<file path="config.mk">
export PLATFORM = sky130hd
export DESIGN_NAME = ctrl_unit
export DESIGN_NICKNAME = d
export VERILOG_FILES = /design/src/rtl/ctrl_pkg.sv /design/src/rtl/ctrl_decode.sv /design/src/rtl/ctrl_unit.sv
export SDC_FILE = /design/constraint.sdc
export NUM_CORES = 1
export LEC_CHECK = 0
export CORE_MARGIN = 3
export CORE_UTILIZATION = 50
export CTS_BUF_LIST = sky130_fd_sc_hd__clkbuf_4
export DETAILED_ROUTE_END_ITERATION = 7
export GPL_TIMING_DRIVEN = 0
export PLACE_DENSITY = 0.81
export SLEW_MARGIN = 5
export SYNTH_ARGS = -nofsm -noshare
export SYNTH_HDL_FRONTEND = slang
export SYNTH_SLANG_ARGS = --single-unit
</file>
<file path="constraint.sdc">
create_clock -name clk -period 3.5 [get_ports clk]
set_clock_uncertainty 0.05 [all_clocks]
set_input_delay 0.7 -clock clk [delete_from_list [all_inputs] [get_ports clk]]
set_output_delay 0.7 -clock clk [all_outputs]
set_load 0.01 [all_outputs]
</file>
<file path="src/rtl/ctrl_pkg.sv">
// Shared encodings for the control unit: opcodes, ALU functions, PC ops, FSM states, decode payload.
// The ERR state exists only when CTRL_TIMEOUT_EN is defined.
package ctrl_pkg;

    localparam int unsigned INSTR_W = 16;
    localparam int unsigned OP_W    = 4;
    localparam int unsigned FUNC_W  = 3;
    localparam int unsigned PCC_W   = 2;
    localparam int unsigned REG_N   = 4;
    localparam int unsigned RIDX_W  = 2;
    localparam int unsigned OFF_W   = 8;

    localparam logic [OP_W-1:0] OP_NOP  = 4'h0;
    localparam logic [OP_W-1:0] OP_MOV  = 4'h1;
    localparam logic [OP_W-1:0] OP_MVI  = 4'h2;
    localparam logic [OP_W-1:0] OP_ADD  = 4'h3;
    localparam logic [OP_W-1:0] OP_SUB  = 4'h4;
    localparam logic [OP_W-1:0] OP_AND  = 4'h5;
    localparam logic [OP_W-1:0] OP_OR   = 4'h6;
    localparam logic [OP_W-1:0] OP_XOR  = 4'h7;
    localparam logic [OP_W-1:0] OP_ADDI = 4'h8;
    localparam logic [OP_W-1:0] OP_JMP  = 4'h9;
    localparam logic [OP_W-1:0] OP_HALT = 4'hF;

    localparam logic [FUNC_W-1:0] ALU_PASS = 3'b000;
    localparam logic [FUNC_W-1:0] ALU_ADD  = 3'b001;
    localparam logic [FUNC_W-1:0] ALU_SUB  = 3'b010;
    localparam logic [FUNC_W-1:0] ALU_AND  = 3'b011;
    localparam logic [FUNC_W-1:0] ALU_OR   = 3'b100;
    localparam logic [FUNC_W-1:0] ALU_XOR  = 3'b101;

    localparam logic [PCC_W-1:0] PC_HOLD = 2'b00;
    localparam logic [PCC_W-1:0] PC_INC  = 2'b01;
    localparam logic [PCC_W-1:0] PC_REL  = 2'b10;

    typedef enum logic [3:0] {
        ST_IDLE,
        ST_FETCH,
        ST_DECODE,
        ST_EXEC,
        ST_WAIT,
        ST_WB,
        ST_PCUPD,
        ST_HALT
`ifdef CTRL_TIMEOUT_EN
        , ST_ERR
`endif
    } state_e;

    typedef struct packed {
        logic              is_alu;
        logic              is_jmp;
        logic              is_halt;
        logic              alu_in_sel;
        logic [FUNC_W-1:0] alu_func;
    } dec_t;

endpackage

</file>
<file path="src/rtl/ctrl_decode.sv">
// Combinational opcode-to-control decode; undefined opcodes decode as NOP (all fields zero).
module ctrl_decode
    import ctrl_pkg::*;
(
    input  logic [OP_W-1:0] opcode_i,
    output dec_t            dec_o
);

    always_comb begin
        dec_o = '0;
        case (opcode_i)
            OP_MOV:  begin dec_o.is_alu = 1'b1; dec_o.alu_func = ALU_PASS; end
            OP_MVI:  begin dec_o.is_alu = 1'b1; dec_o.alu_func = ALU_PASS; dec_o.alu_in_sel = 1'b1; end
            OP_ADD:  begin dec_o.is_alu = 1'b1; dec_o.alu_func = ALU_ADD;  end
            OP_SUB:  begin dec_o.is_alu = 1'b1; dec_o.alu_func = ALU_SUB;  end
            OP_AND:  begin dec_o.is_alu = 1'b1; dec_o.alu_func = ALU_AND;  end
            OP_OR:   begin dec_o.is_alu = 1'b1; dec_o.alu_func = ALU_OR;   end
            OP_XOR:  begin dec_o.is_alu = 1'b1; dec_o.alu_func = ALU_XOR;  end
            OP_ADDI: begin dec_o.is_alu = 1'b1; dec_o.alu_func = ALU_ADD;  dec_o.alu_in_sel = 1'b1; end
            OP_JMP:  dec_o.is_jmp  = 1'b1;
            OP_HALT: dec_o.is_halt = 1'b1;
            default: dec_o = '0;
        endcase
    end

endmodule

</file>
<file path="src/rtl/ctrl_unit.sv">
// Multi-cycle instruction control FSM: fetch, decode, datapath handshake, writeback, PC update.
// Optional WAIT-state watchdog enabled by defining CTRL_TIMEOUT_EN.
module ctrl_unit
    import ctrl_pkg::*;
#(
    parameter int unsigned WD_LIMIT = 16
) (
    input  logic               clk,
    input  logic               rst,
    input  logic               run,
    input  logic [INSTR_W-1:0] instr_in,
    input  logic               instr_valid,
    output logic               instr_req,
    input  logic               en_out,
    output logic               en_pc,
    output logic [PCC_W-1:0]   pc_ctrl,
    output logic [OFF_W-1:0]   offset,
    output logic               en_in,
    output logic [REG_N-1:0]   reg_en,
    output logic [RIDX_W-1:0]  rd,
    output logic [RIDX_W-1:0]  rs,
    output logic               alu_in_sel,
    output logic [FUNC_W-1:0]  alu_func,
    output logic               halted,
    output logic               err
);

    state_e              state_q;
    logic [INSTR_W-1:0]  ir_q;
    logic                instr_req_q;
    logic                en_pc_q;
    logic [PCC_W-1:0]    pc_ctrl_q;
    logic [OFF_W-1:0]    offset_q;
    logic                en_in_q;
    logic [REG_N-1:0]    reg_en_q;
    logic [RIDX_W-1:0]   rd_q;
    logic [RIDX_W-1:0]   rs_q;
    logic                alu_in_sel_q;
    logic [FUNC_W-1:0]   alu_func_q;
    logic                halted_q;
    dec_t                dec;

    ctrl_decode u_decode (
        .opcode_i (ir_q[15:12]),
        .dec_o    (dec)
    );

`ifdef CTRL_TIMEOUT_EN
    localparam int unsigned WD_W = $clog2(WD_LIMIT + 1);
    logic [WD_W-1:0] wd_q;
    logic            err_q;
    assign err = err_q;
`else
    logic unused_wd_limit;
    assign unused_wd_limit = ^WD_LIMIT;
    assign err = 1'b0;
`endif

    // Outputs are set on the edge entering the state that owns them and cleared on leaving it.
    always_ff @(posedge clk or posedge rst) begin
        if (rst) begin
            state_q      <= ST_IDLE;
            ir_q         <= '0;
            instr_req_q  <= 1'b0;
            en_pc_q      <= 1'b0;
            pc_ctrl_q    <= PC_HOLD;
            offset_q     <= '0;
            en_in_q      <= 1'b0;
            reg_en_q     <= '0;
            rd_q         <= '0;
            rs_q         <= '0;
            alu_in_sel_q <= 1'b0;
            alu_func_q   <= ALU_PASS;
            halted_q     <= 1'b0;
`ifdef CTRL_TIMEOUT_EN
            wd_q         <= '0;
            err_q        <= 1'b0;
`endif
        end else begin
            case (state_q)
                ST_IDLE: begin
                    if (run) begin
                        state_q     <= ST_FETCH;
                        instr_req_q <= 1'b1;
                    end
                end
                ST_FETCH: begin
                    if (instr_valid) begin
                        ir_q        <= instr_in;
                        instr_req_q <= 1'b0;
                        state_q     <= ST_DECODE;
                    end
                end
                ST_DECODE: begin
                    rd_q         <= ir_q[11:10];
                    rs_q         <= ir_q[9:8];
                    offset_q     <= ir_q[7:0];
                    alu_func_q   <= dec.alu_func;
                    alu_in_sel_q <= dec.alu_in_sel;
                    if (dec.is_halt) begin
                        state_q  <= ST_HALT;
                        halted_q <= 1'b1;
                    end else if (dec.is_alu) begin
                        state_q <= ST_EXEC;
                        en_in_q <= 1'b1;
                    end else begin
                        state_q   <= ST_PCUPD;
                        en_pc_q   <= 1'b1;
                        pc_ctrl_q <= dec.is_jmp ? PC_REL : PC_INC;
                    end
                end
                ST_EXEC: begin
                    en_in_q <= 1'b0;
                    state_q <= ST_WAIT;
`ifdef CTRL_TIMEOUT_EN
                    wd_q    <= '0;
`endif
                end
                ST_WAIT: begin
                    if (en_out) begin
                        state_q  <= ST_WB;
                        reg_en_q <= 4'b0001 << rd_q;
`ifdef CTRL_TIMEOUT_EN
                    end else if (wd_q == WD_W'(WD_LIMIT - 1)) begin
                        state_q <= ST_ERR;
                        err_q   <= 1'b1;
                    end else begin
                        wd_q <= wd_q + WD_W'(1);
`endif
                    end
                end
                ST_WB: begin
                    reg_en_q  <= '0;
                    state_q   <= ST_PCUPD;
                    en_pc_q   <= 1'b1;
                    pc_ctrl_q <= PC_INC;
                end
                ST_PCUPD: begin
                    en_pc_q   <= 1'b0;
                    pc_ctrl_q <= PC_HOLD;
                    if (run) begin
                        state_q     <= ST_FETCH;
                        instr_req_q <= 1'b1;
                    end else begin
                        state_q <= ST_IDLE;
                    end
                end
                ST_HALT: state_q <= ST_HALT;
`ifdef CTRL_TIMEOUT_EN
                ST_ERR:  state_q <= ST_ERR;
`endif
                default: state_q <= ST_IDLE;
            endcase
        end
    end

    assign instr_req  = instr_req_q;
    assign en_pc      = en_pc_q;
    assign pc_ctrl    = pc_ctrl_q;
    assign offset     = offset_q;
    assign en_in      = en_in_q;
    assign reg_en     = reg_en_q;
    assign rd         = rd_q;
    assign rs         = rs_q;
    assign alu_in_sel = alu_in_sel_q;
    assign alu_func   = alu_func_q;
    assign halted     = halted_q;

endmodule

</file>
==> run metrics <==
post_cts resized 0; Initial DRT Pass Iterations 4; post-synth cell types 39; number of max-cap violations 0; Seq/Total Area, Yosys 56.9%; Worst path top cell family by delay buffers and inverters; total number of vias 1555; critical-path cell list clkdlybuf4s50_1; Yosys Warn Count 0; drt drc 0; Avg Cell Area, Syn between 10 and 15 um^2; fin. max-slew vios 0; CTS tree yes; cells after synthesis 188; Clock transition at path regs between 0.1 and 0.15 ns; Hold Path Class register to register; TNS Setup 0 ns; area added between synthesis and finish 32.5%; status finished clean; Site Rows 22; IO Count between 40 and 50; Compound-Gate Fraction of Synth Area 12.0%; global-route wire length before repair 6.42 mm; hold_ws around 0.43 ns; CORE AREA 3740 um^2; Tmin final ~2.1 ns; RSZ-0062 raised after global routing false; largest family of logic cells by synthesized area simple AND/OR/NAND/NOR gates; Startpoint Class register; DR vias/cell around 5.3; mapped cell area around 2000 um^2; largest net degree at the start of global routing 36; fin nets ~260; initial detailed-routing violation count roughly 140; H-tree levels 2; DR WL/cell around 14 um; Setup Viol. Count Final 0; Finished Cell Area around 2600 um^2; Routed WL 4.00 mm; Worst path slowest cell clkdlybuf4s50_1; simple-gate share of the synthesized area approximately 16%; initial antenna violation count 0; GRT Util Overall between 10% and 20%; vias in the first global route around 1400; post-synthesis register bit count between 40 and 50; Worst Path Max Fanout 5; Tcrit/Tclk final 59.9%; CP max stage delay between 0.5 and 0.6 ns; Buffers & Inverters on Critical Path 1; Max Fclk about 480 MHz; power per cell area 908 nW/um^2; Antenna Nets Post-Route 0; clk_lat worst skew 0.36 ns; ANT cells 0; xor/xnor share of the synthesized area less than 1%; Die Wd between 60 and 70 um; WP data required ~2.8 ns; leakage power about 1.2 nW; I/O Buffers between 40 and 50; Starting Density ~53%; Die Y roughly 70 um; VDD IR max between 0.4 and 0.5 mV; clk sink count 45; die area approximately 4700 um^2; Worst EP arrival 1.35 ns; layout cells sized above 1 14.8%; CTS buffer count 5; area post-placement 2520 um^2; post-DP HPWL around 2.9 mm; mux cell area share after synthesis around a tenth; Hold-fix buffers, CTS 0; critical path capture point type output pin; adder-cell share of the synthesized area 0%; total power around 0.0024 W; Synthesized Nets 209; setup bufs post-CTS 0; Final Core Density 70.1%; critical path class register to output pin; Root Driver clkbuf_4; total grt overflow 0; Hold Fails Final Rpt 0; global placement routability congestion 0.830; clock buffer depth 2
==> power by group <==
group | internal, W | total (W) | switching (W)
Clock | 0.000221 | 0.000386 | 0.000165
Sequential | 0.000758 | 0.000914 | 0.000156
Combinational | 0.000556 | 0.00108 | 0.000526
Total | 0.00153 | 0.00238 | 0.000847
==> layout by cell type, fill, tap and decap left out, types with 2 or more instances in the layout <==
cell type        instances
clkbuf_1                 4
nand2b_1                 3
mux2_2                  16
buf_2                    4
nand3_1                  5
clkbuf_4                 5
a21oi_1                  8
dfrtp_1                 45
a31oi_1                  2
nand2_1                 48
buf_6                    2
nor3_1                   3
nor2_1                   3
o21ai_0                 10
bufinv_16                2
o211ai_1                 2
xnor2_1                  2
a2bb2oi_1                2
inv_1                    6
clkdlybuf4s50_1         46
==> synthesized netlist by cell type, drive strengths merged <==
cell	instances	area, um^2
nand2	48	180
dfrtp	45	1130
mux2	16	180
o21ai	10	50.1
a21oi	8	40.0
buf	7	50.1
inv	7	26.3
nand3	5	25.0
nor2	5	28.8
clkbuf	4	15.0
nor3	4	31.3
nand2b	3	18.8
a2bb2oi	2	17.5
a31oi	2	12.5
o211ai	2	15.0
xnor2	2	17.5
a21bo	1	10.0
a21o	1	7.51
a221o	1	10.0
a221oi	1	8.76
a22o	1	8.76
and2b	1	7.51
conb	1	3.75
mux2i	1	10.0
nand3b	1	7.51
nor2b	1	6.26
nor3b	1	7.51
o21ba	1	10.0
o21bai	1	7.51
o22ai	1	6.26
o311ai	1	8.76
o31ai	1	7.51
o32ai	1	8.76
o41ai	1	8.76
==> kinds of logic (layout without fill, tap and decap cells) <==
| kind of cell | Yosys count | in the layout |
|---|---|---|
| compound gates | 36 | 36 |
| xor+xnor | 2 | 2 |
| buf+inv | 18 | 73 |
| flops | 45 | 45 |
| mux | 17 | 17 |
| other cells | 1 | 1 |
| simple gates | 69 | 69 |
==> stage by stage <==
stage | setup WS, ns | std cells
2_1_floorplan | 1.69 | 188
3_3_place_gp | 0.816 | 282
3_5_place_dp | 1.06 | 283
4_1_cts | 1.38 | 291
5_1_grt | 1.34 | 291
6_report | 1.40 | 291
==> cell type report <==
class	count	area [um^2]
Buffer	11	65.1
Clock buffer	5	37.5
Clock inverter	3	65.1
Fill cell	309	1120
Inverter	7	26.3
Multi-Input combinational cell	125	762
Sequential cell	45	1130
Tap cell	48	60.1
Timing Repair Buffer	47	480
==> worst paths after layout <==
check,startpoint,endpoint,slack [ns],depth (start not counted)
worst max-delay path,rd[1]$_DFFE_PP0P_,rd[1],1.40,1
worst min-delay path,ir_q[8]$_DFFE_PP0P_,rs[0]$_DFFE_PP0P_,0.43,2
worst max register to register,state_q[1]$_DFFE_PP0P_,ir_q[15]$_DFFE_PP0P_,1.75,5
worst min register to register,ir_q[8]$_DFFE_PP0P_,rs[0]$_DFFE_PP0P_,0.43,2
max in group asynchronous,rst,ir_q[12]$_DFFE_PP0P_,2.41,3
min in group asynchronous,rst,reg_en[0]$_DFFE_PP0P_,0.53,2
==> state kept, by name, indices dropped and copies added (netlist names) <==
register    count
alu_func        3
alu_in_sel      1
en_in           1
en_pc           1
halted          1
instr_req       1
ir_q           16
offset          8
pc_ctrl         2
rd              2
reg_en          4
rs              2
state_q         3
==> layer usage <==
metal / GRT usage (%) / up-vias / wire, um
met2: 29.9 / 52 / 1950
met1: 23.8 / 751 / 1780
met3: 5.51 / 2 / 245
li1: - / 750 / -
met5: 0 / - / 0
met4: 7.79 / 0 / 16
Power figures use the tool's default switching activity.
